$ cat config.mk
export PLATFORM = sky130hd
export DESIGN_NAME = fifo_uart_tx
export DESIGN_NICKNAME = d
export VERILOG_FILES = /design/src/rtl/uart_pkg.sv /design/src/rtl/uart_bit_timer.sv /design/src/rtl/fifo_uart_tx.sv
export SDC_FILE = /design/constraint.sdc
export NUM_CORES = 1
export LEC_CHECK = 0
export CORE_MARGIN = 3
export CORE_UTILIZATION = 40
export CTS_CLUSTER_SIZE = 25
export DETAILED_ROUTE_END_ITERATION = 7
export DONT_BUFFER_PORTS = 1
export GPL_TIMING_DRIVEN = 0
export SLEW_MARGIN = 20
export SYNTH_ARGS = -nofsm -noshare
export SYNTH_HDL_FRONTEND = slang
export SYNTH_SLANG_ARGS = --single-unit
export TNS_END_PERCENT = 20
$ cat constraint.sdc
create_clock -name clk -period 2.1 [get_ports clk]
set_input_delay 0.21 -clock clk [delete_from_list [all_inputs] [get_ports clk]]
set_output_delay 0.21 -clock clk [all_outputs]
set_load 0.02 [all_outputs]
$ cat src/rtl/uart_pkg.sv
// uart_pkg: shared UART types and constants for the TX block and the future RX block.
// Contents: tx_state_t FSM encoding, default frame geometry, line levels.
package uart_pkg;
    typedef enum logic [2:0] {IDLE, SETTLE, LOAD, START, DATA, STOP} tx_state_t;
    localparam int   UART_WIDTH        = 8;
    localparam int   UART_CLKS_PER_BIT = 16;
    localparam logic MARK              = 1'b1;
    localparam logic SPACE             = 1'b0;
endpackage

$ cat src/rtl/uart_bit_timer.sv
// uart_bit_timer: baud counter that flags the last clk cycle of every bit period.
// Ports: clk, rst_n (async, active-low), restart (hold count at 0),
//        bit_done (high on the final cycle of each CLKS_PER_BIT-cycle bit).
module uart_bit_timer #(
    parameter int CLKS_PER_BIT = 16
) (
    input  logic clk,
    input  logic rst_n,
    input  logic restart,
    output logic bit_done
);
    localparam int CW = $clog2(CLKS_PER_BIT);
    logic [CW-1:0] cnt_q, cnt_d;
    assign bit_done = cnt_q == CW'(CLKS_PER_BIT - 1);
    always_comb cnt_d = (restart || bit_done) ? '0 : cnt_q + 1'b1;
    always_ff @(posedge clk or negedge rst_n)
        if (!rst_n) cnt_q <= '0;
        else        cnt_q <= cnt_d;
endmodule

$ cat src/rtl/fifo_uart_tx.sv
// fifo_uart_tx: drains a FIFO read port and serialises each byte as a start/data/stop frame.
// Ports: clk, rst_n (async, active-low); fifo_empty/fifo_data from the FIFO read side;
//        fifo_rd one-cycle read-advance strobe; tx serial line (idle high); busy frame in progress.
module fifo_uart_tx
    import uart_pkg::*;
#(
    parameter int WIDTH        = UART_WIDTH,
    parameter int CLKS_PER_BIT = UART_CLKS_PER_BIT,
    parameter int STOP_BITS    = 1
) (
    input  logic             clk,
    input  logic             rst_n,
    input  logic             fifo_empty,
    input  logic [WIDTH-1:0] fifo_data,
    output logic             fifo_rd,
    output logic             tx,
    output logic             busy
);
    localparam int BW = $clog2(WIDTH + 1);
    tx_state_t        state_q, state_d;
    logic [BW-1:0]    bit_q, bit_d;
    logic [WIDTH-1:0] sh_q, sh_d;
    logic             tx_q, tx_d, rd_q, rd_d, busy_q, busy_d;
    logic             restart, bit_done;
    // The baud counter only runs while a frame is on the wire, so every START begins at count 0.
    assign restart = state_q inside {IDLE, SETTLE, LOAD};
    uart_bit_timer #(.CLKS_PER_BIT(CLKS_PER_BIT)) u_timer (
        .clk      (clk),
        .rst_n    (rst_n),
        .restart  (restart),
        .bit_done (bit_done)
    );
    always_comb begin
        state_d = state_q;
        bit_d   = bit_q;
        sh_d    = sh_q;
        rd_d    = 1'b0;
        case (state_q)
            IDLE:   if (!fifo_empty) state_d = SETTLE;
            SETTLE: state_d = LOAD;
            LOAD:
                if (!fifo_empty) begin
                    sh_d    = fifo_data;
                    rd_d    = 1'b1;
                    state_d = START;
                end else state_d = IDLE;
            START:  if (bit_done) state_d = DATA;
            DATA:
                if (bit_done) begin
                    sh_d  = sh_q >> 1;
                    bit_d = (bit_q == BW'(WIDTH - 1)) ? '0 : bit_q + 1'b1;
                    if (bit_q == BW'(WIDTH - 1)) state_d = STOP;
                end
            STOP:
                if (bit_done) begin
                    if (bit_q == BW'(STOP_BITS - 1)) begin
                        bit_d   = '0;
                        state_d = fifo_empty ? IDLE : SETTLE;
                    end else bit_d = bit_q + 1'b1;
                end
            default: state_d = IDLE;
        endcase
        // tx is registered from the current state, so the line trails the FSM by one cycle.
        tx_d   = (state_q == START) ? SPACE : (state_q == DATA) ? sh_q[0] : MARK;
        // Keeping busy up while leaving STOP covers the delayed last stop cycle on tx.
        busy_d = (state_d != IDLE) || (state_q == STOP);
    end
    always_ff @(posedge clk or negedge rst_n)
        if (!rst_n) begin
            state_q <= IDLE;
            bit_q   <= '0;
            sh_q    <= '0;
            tx_q    <= MARK;
            rd_q    <= 1'b0;
            busy_q  <= 1'b0;
        end else begin
            state_q <= state_d;
            bit_q   <= bit_d;
            sh_q    <= sh_d;
            tx_q    <= tx_d;
            rd_q    <= rd_d;
            busy_q  <= busy_d;
        end
    assign fifo_rd = rd_q;
    assign tx      = tx_q;
    assign busy    = busy_q;
endmodule

# Word-level counts from Yosys, hierarchy flattened
# Index checks and enable logic that the tools add are counted.
[totals]
inputBits = 11
register_bits = 22
output_inout_bits = 3
wordCells = 51
[classes]
reduce_logical = 10
addsub = 2
mux = 22
eq_ne = 10
[ops]
columns = ["operator", "count"]
rows = [
  ["$mux W4", 5],
  ["$mux W3", 6],
  ["$pmux W3 S6", 1],
  ["$mux W8", 2],
  ["$pmux W8 S2", 1],
  ["$add A4 B1 Y4 const B", 2],
  ["$pmux W4 S2", 1],
  ["$eq A3 B2 Y1 const B", 2],
  ["$eq A3 B3 Y1 const B", 2],
  ["$reduce_and A3 Y1", 2],
  ["$reduce_bool A3 Y1", 2],
  ["$mux W1", 5],
  ["$eq A4 B3 Y1 const B", 1],
  ["$eq A4 B4 Y1 const B", 1],
  ["$logic_not A4 Y1", 1],
  ["$ne A2 B1 Y1 const B", 2],
  ["$reduce_bool A2 Y1", 2],
  ["$eq A3 B1 Y1 const B", 1],
  ["$logic_not A3 Y1", 1],
  ["$logic_or A1 B1 Y1", 2],
  ["$mux W2", 1],
  ["$ne A2 B2 Y1 const B", 1],
]

# Longest topological paths before layout
# Gate-level depths: netlist of the first run.
[logic_depth]
depth_word = 6
ltp_mapped = 5
depth_no_buf = 5

# Cells and area by module
# A second synthesis of the first run with hierarchy kept.
[unflattened]
cells_unflattened = 99
area_unflattened_um2 = 1147.4
[modules_own_cells]
columns = ["mod", "cells_per_inst", "area_each_um2", "seq_area_each_um2", "n_inst"]
rows = [
  ["fifo_uart_tx", 86, 975.9, 451.7, 1],
  ["uart_bit_timer", 13, 171.4, 100.1, 1],
]

# Least setup slack after synthesis of the first run
# OpenSTA, ideal clock, no wires.
[synth_timing]
path_kind = "register -> register"
start = "register u_timer.cnt_q[0]"
end = "register state_q[0]"
t_arrival_ns = 1.392
path_buffers = 1
slack_ns = 0.622
period_less_slack_ns = 1.478
stages_incl_launch_ff = 6
required_time_ns = 2.014
cell_sequence = "dfrtp_1 > ha_1 > nand3_2 > buf_6 > or4_1 > a32oi_1"
[synth_via]
elab_chain_len = 3
elab_cells_between_ends = 5
classes_between = "eq/ne (1); mux (4)"
[synth_lines]
columns = ["item", "line_no", "rtl"]
rows = [
  ["start, declared", "uart_bit_timer.sv:13", "logic [CW-1:0] cnt_q, cnt_d;"],
  ["start signal, assigned", "uart_bit_timer.sv:18", "else cnt_q <= cnt_d;"],
  ["$eq A4 B4 Y1 *", "uart_bit_timer.sv:14", "assign bit_done = cnt_q == CW'(CLKS_PER_BIT - 1);"],
  ["$mux W3, on equally long branches", "fifo_uart_tx.sv:55, fifo_uart_tx.sv:47, fifo_uart_tx.sv:49", ""],
  ["$pmux W3 S6 *", "fifo_uart_tx.sv:38", "case (state_q)"],
  ["via state_d[0]", "fifo_uart_tx.sv:20", "tx_state_t state_q, state_d;"],
  ["end signal, assigned", "fifo_uart_tx.sv:77", "state_q <= state_d;"],
  ["end, declared", "fifo_uart_tx.sv:20", ""],
]
# Mark *: on every way through the listed nets, which the timed path passes. The rest lies on a longest branch.
# A chain may end at the register's enable or synchronous reset.

# Worst setup path after layout of the first run
# Same ends and word-level chain as after synthesis.

==> impl_metrics.ini, run 1 <==
[yosys]
synth_edf_count = 0
ys_types = 38
yosysTopAreaCell = dfrtp_1
ys.warnings.count = 0
synthTopCellsByArea = dfrtp_1, o221a_1, ha_1
synth_ff_type = dfrtp_1
synth-seq-area-share = 0.488
synthesis.nets = 117
synth_cells = 103
netlist_area_um2 = 1130
synthArstFlopShare = 1.00
yosys.area.top_type_share = 0.465
synth_area_per_cell_um2 = 11.0
ys_ff_latch = 22

[grt]
grtUsageMet3 = 0.0436
grt_max_degree = 23
met1_usage = 0.184
antenna_found_initial = 0
grt_pass1_vias = 724
grt.busiest_layer = met2
grt_pass1_wl_um = 3440
use_met2 = 0.192
grt-ovfl-total = 0
grt_usage = 0.130

[timing]
finalHoldViolations = 0
fin_setup_tns_ns = 0
fin_skew_ns = 0.00454
slew_violations = 0
slew_headroom = 0.354
timing.fmax_ghz = 0.604
fin_crit_ns = 1.66
grt_setup_unrepaired = no
timing.final.crit_share = 0.788
worst_pin_slew_ns = 0.966
finalSetupViolCount = 0

[floorplanning]
chipWidth_um = 59.2
start_util = 0.437
ioPinCount = 14
fp.dieArea_um2 = 3500
core-area_um2 = 2590
num_rows = 18
dieHeight_um = 59.2

[layout]
nFillCells = 237
area_growth_syn_to_layout_pct = 8.85
fin_util = 0.475
layout_commonest_cell = dfrtp_1
insertedDiodeCount = 0
finalNetCount = 123
final_cell_mix = dfrtp_1, nor2_1, inv_1, o221a_1
drive_gt1_frac = 0.139

[detailed_routing]
antenna_left = 0
wl_per_cell_um = 13.8
first_pass_iters = 4
vias = 771
drc = 0
viasPerCell = 5.59
drtIter0Drc = 17
drt-total-wl_um = 1910

[worst_setup_path]
worstSetupEndpointType = flip-flop
worstPathMaxFanout = 10
crit_type = flip-flop to flip-flop
required_ns = 2.34
critPathLaunchType = flip-flop
r2r_cells = 5
worstPathArrival_ns = 1.89

[clocking]
cts_max_level = 1
root_buffer = clkbuf_4
clkSinkCount = 22
clk_pin_slew_ns = 0.13
clk_path_buf_depth = 2
cts_tree = done
cts_buffers = 3
cts.repair.resized = 0
clock_latency_ns = 0.31

[placement]
hpwlAfterDp_um = 1350
portBuffers = 0
gp_congestion = 0.719

[power_and_ir_drop]
p_leak_nw = 0.524
peakVddDrop_uv = 641
power_density_nw_per_um2 = 620

[run_status]
status = finished clean

[hold_path]
whs_path_depth = 1
hp-class = primary input to flip-flop

[run]
cap_violations = 0
kinds of logic after synthesis:
group	after synthesis	synth area share
simple gates	38	0.219
flops	22	0.488
compound gates	21	0.150
buf+inv	14	0.0664
mux	3	0.0277
fa+ha+maj	3	0.0332
xor+xnor	2	0.0155
metrics by stage:
stage	cells	hold slack (ns)	worst slack, ns	cell area (um^2)	power [mW]
global placement	133	-0.0850	0.511	1170	0.433
CTS	138	0.0267	0.435	1230	0.774
detailed placement	133	-0.0850	0.463	1170	0.433
floorplan	103	-0.0856	0.622	1130	0.433
global route	138	0.0269	0.359	1230	0.789
finish	138	0.0354	0.444	1230	0.763
synth_stat cells (all sizes together), types with 2 or more instances:
master / count
nand3b: 2
or2b: 4
buf: 6
or3: 5
nand3: 4
nor2: 7
dfrtp: 21
mux2i: 2
o21ai: 4
nor3: 2
nor3b: 2
o221a: 7
inv: 8
nand2b: 6
a21oi: 4
ha: 3
final cells by class:
class                   instances  area (um^2)  area share
plain buffers                   6         45.0      0.0366
clock buffers                   3         22.5      0.0183
clock inverters                 1         30.0      0.0244
inverters                       8         30.0      0.0244
multi-input cells              67          504       0.410
flip-flops and latches         22          552       0.448
well taps                      30         37.5      0.0305
repair buffers                  1         10.0     0.00813
power by group:
group / switching [mW] / internal (mW) / total [mW]
Combinational: 0.00773 / 0.00248 / 0.0102
Sequential: 0 / 0.424 / 0.424
Clock: 0.136 / 0.193 / 0.329
Total: 0.144 / 0.619 / 0.763
registers in the layout, summed over array words and instances (netlist names):
signal and cells:
bit_q 4, busy 1, fifo_rd 1, sh_q 8, state_q 3, tx 1
u_timer.cnt_q 4
layer usage:
metal | wire length [um] | vias up
met5 | 0 | -
met4 | 14 | 0
met3 | 114 | 2
met2 | 800 | 20
met1 | 975 | 370
li1 | - | 379
critical path, cell delays in order (launching register included):
cell,delay (ns)
dfrtp_1,0.40
ha_1,0.23
nand3_2,0.10
buf_6,0.15
or4_1,0.52
a32oi_1,0.18
path summary, 6_finish.rpt:
| kind | slack [ns] | end | startpoint |
|---|---|---|---|
| max in group asynchronous | 1.03 | bit_q[0] | rst_n |
| max | 0.44 | state_q[0] | u_timer.cnt_q[0] |
| min | 0.04 | sh_q[7] | fifo_data[7] |
| min in group asynchronous | 0.48 | bit_q[3] | rst_n |
| max reg2reg | 0.44 | state_q[0] | u_timer.cnt_q[0] |
| min reg2reg | 0.49 | u_timer.cnt_q[0] | u_timer.cnt_q[0] |
timing repair:
item	in CTS	in global routing
hold endpoints to repair	22	0
hold buffers	1	0
setup endpoints to repair	0	0
buffers inserted	0	0
Power figures use the tool's default switching activity.
==> run 2: changes to the inputs <==
Clock period 2.1 ns to 1.4 ns, I/O delays scaled along.
==> run 2 against run 1 <==
Effect of this change: the run now ends with setup timing left; first-iteration DRC count grew 47%; largest cell class is now multi-input gates; flip-flop and latch count is the same; combinational power grew 110%; critical endpoint is now sh_q[2]; register-to-register slack lost 0.56 ns; non-clock buffer count grew 10; clock skew grew 0.0026 ns; clock power grew 52%; power grew 52%; largest power group unchanged.
==> impl_metrics.ini, run 2 (synthesis results as in run 1) <==
[run_status]
status = finished with violations
violations = setup timing

[floorplanning]
dieHeight_um = 59.2
start_util = 0.437
chipWidth_um = 59.2
num_rows = 18
fp.dieArea_um2 = 3500
ioPinCount = 14
core-area_um2 = 2590

[detailed_routing]
first_pass_iters = 4
drc = 0
antenna_left = 0
drtIter0Drc = 25
vias = 822
viasPerCell = 5.55
wl_per_cell_um = 14.8
drt-total-wl_um = 2190

[placement]
placedCellCount = 133
gp_congestion = 0.753
hpwlAfterDp_um = 1360
portBuffers = 0
place_ws_ns = -0.163

[worst_setup_path]
worstPathCellList = buf_6 > nor4b_4 > buf_6 > or2b_1 > o221a_1
crit_type = flip-flop to flip-flop
critical_path.top_delay_family = simple AND/OR/NAND/NOR gates
path_buf_inv = 2
slowest_stage = dfrtp_1
required_ns = 1.61
crit_top_cell = buf_6
cp_slowest_stage_delay_ns = 0.44
worstPathArrival_ns = 1.73
worstPathMaxFanout = 8
worstSetupEndpointType = flip-flop
critPathLaunchType = flip-flop

[grt]
grt_pass1_vias = 822
grt_pass1_wl_um = 3820
antenna_found_initial = 0
grt-ovfl-total = 0
grt_usage = 0.143
grt_max_degree = 23

[layout]
layout_commonest_cell = dfrtp_1
final_cell_mix = dfrtp_1, buf_4, nor2_1, inv_1, o221a_1
drive_gt1_frac = 0.263
area_growth_syn_to_layout_pct = 22.9
multiInputGateArea_um2 = 569
insertedDiodeCount = 0
regArea_um2 = 553
top_register = sh_q
top_regs = sh_q x8, bit_q x4, u_timer.cnt_q x4
finalNetCount = 133
fin_util = 0.537
final_cells = 148
largest_register_ffs = 8
nFillCells = 217

[power_and_ir_drop]
peakVddDrop_uv = 756
power_density_nw_per_um2 = 833
p_leak_nw = 0.577
total_power_mw = 1.16

[timing]
fin_crit_ns = 1.52
setup_ws_ns = -0.118
timing.fmax_ghz = 0.659
slew_headroom = 0.667
grt_setup_unrepaired = yes
worst_pin_slew_ns = 0.499
timing.final.crit_share = 1.08
finalHoldViolations = 0
hold_ws_ns = 0.0517
slew_violations = 0
fin_skew_ns = 0.00712
finalSetupViolCount = 9

[hold_path]
hp-class = primary input to flip-flop

[clocking]
clk_pin_slew_ns = 0.14
clkSinkCount = 22
cts_buffers = 3
cts_max_level = 1
cts_tree = done
clk_path_buf_depth = 2
clock_latency_ns = 0.32
root_buffer = clkbuf_4

[run]
cap_violations = 0
[run 2: cell types whose count changed in the layout (fill, tap and decap cells not counted), sizes merged]
cell         previous run  this run
buf                     6        13
dlygate4sd3             1         3
clkbuf                  3         4
[run 2: power by group]
| part | internal [mW] | switching (mW) |
|---|---|---|
| Clock | 0.289 | 0.212 |
| Sequential | 0.636 | 0 |
| Combinational | 0.00835 | 0.0132 |
| Total | 0.933 | 0.225 |
[run 2: worst paths after layout]
path | startpoint | cells after the start | slack [ns] | to
max | state_q[2] | 5 | -0.12 | sh_q[2]
min in group asynchronous | rst_n | 2 | 0.30 | bit_q[0]
min reg2reg | sh_q[0] | 1 | 0.53 | tx
min | fifo_empty | 3 | 0.05 | state_q[0]
max reg2reg | state_q[2] | 5 | -0.12 | sh_q[2]
max in group asynchronous | rst_n | 2 | 0.73 | state_q[0]
[run 2: what timing repair did]
action	in CTS	in global routing
hold buffers	3	1
hold endpoints to repair	24	21
buffers inserted	6	3
pin swaps	3	5
resized for setup	10	8
endpoints found under the setup margin	9	14
[run 2: stage by stage]
stage	instance area, um^2	setup TNS (ns)
2_1_floorplan	1130	-0.454
3_3_place_gp	1170	-1.16
3_5_place_dp	1170	-1.29
4_1_cts	1340	-0.809
5_1_grt	1390	-1.44
6_report	1390	-0.716
[run 2: area by class of cell]
type / instances / share of cell area
Buffer: 4 / 0.0297
Clock buffer: 3 / 0.0162
Clock inverter: 1 / 0.0216
Inverter: 8 / 0.0216
Multi-Input combinational cell: 67 / 0.410
Sequential cell: 22 / 0.398
Tap cell: 30 / 0.0270
Timing Repair Buffer: 13 / 0.0765
[run 2: per-layer routing]
layer | track usage | wire length, um | share of wire | up-vias
li1 | - | - | - | 396
met1 | 0.192 | 1040 | 0.47 | 398
met2 | 0.224 | 1000 | 0.46 | 24
met3 | 0.0392 | 112 | 0.051 | 4
met4 | 0.0453 | 36 | 0.016 | 0
met5 | 0 | 0 | 0 | -
[run 2: worst min-delay path: stages]
cell	delay [ns]
nor2_1	0.03
nor2_1	0.10
a32oi_2	0.07
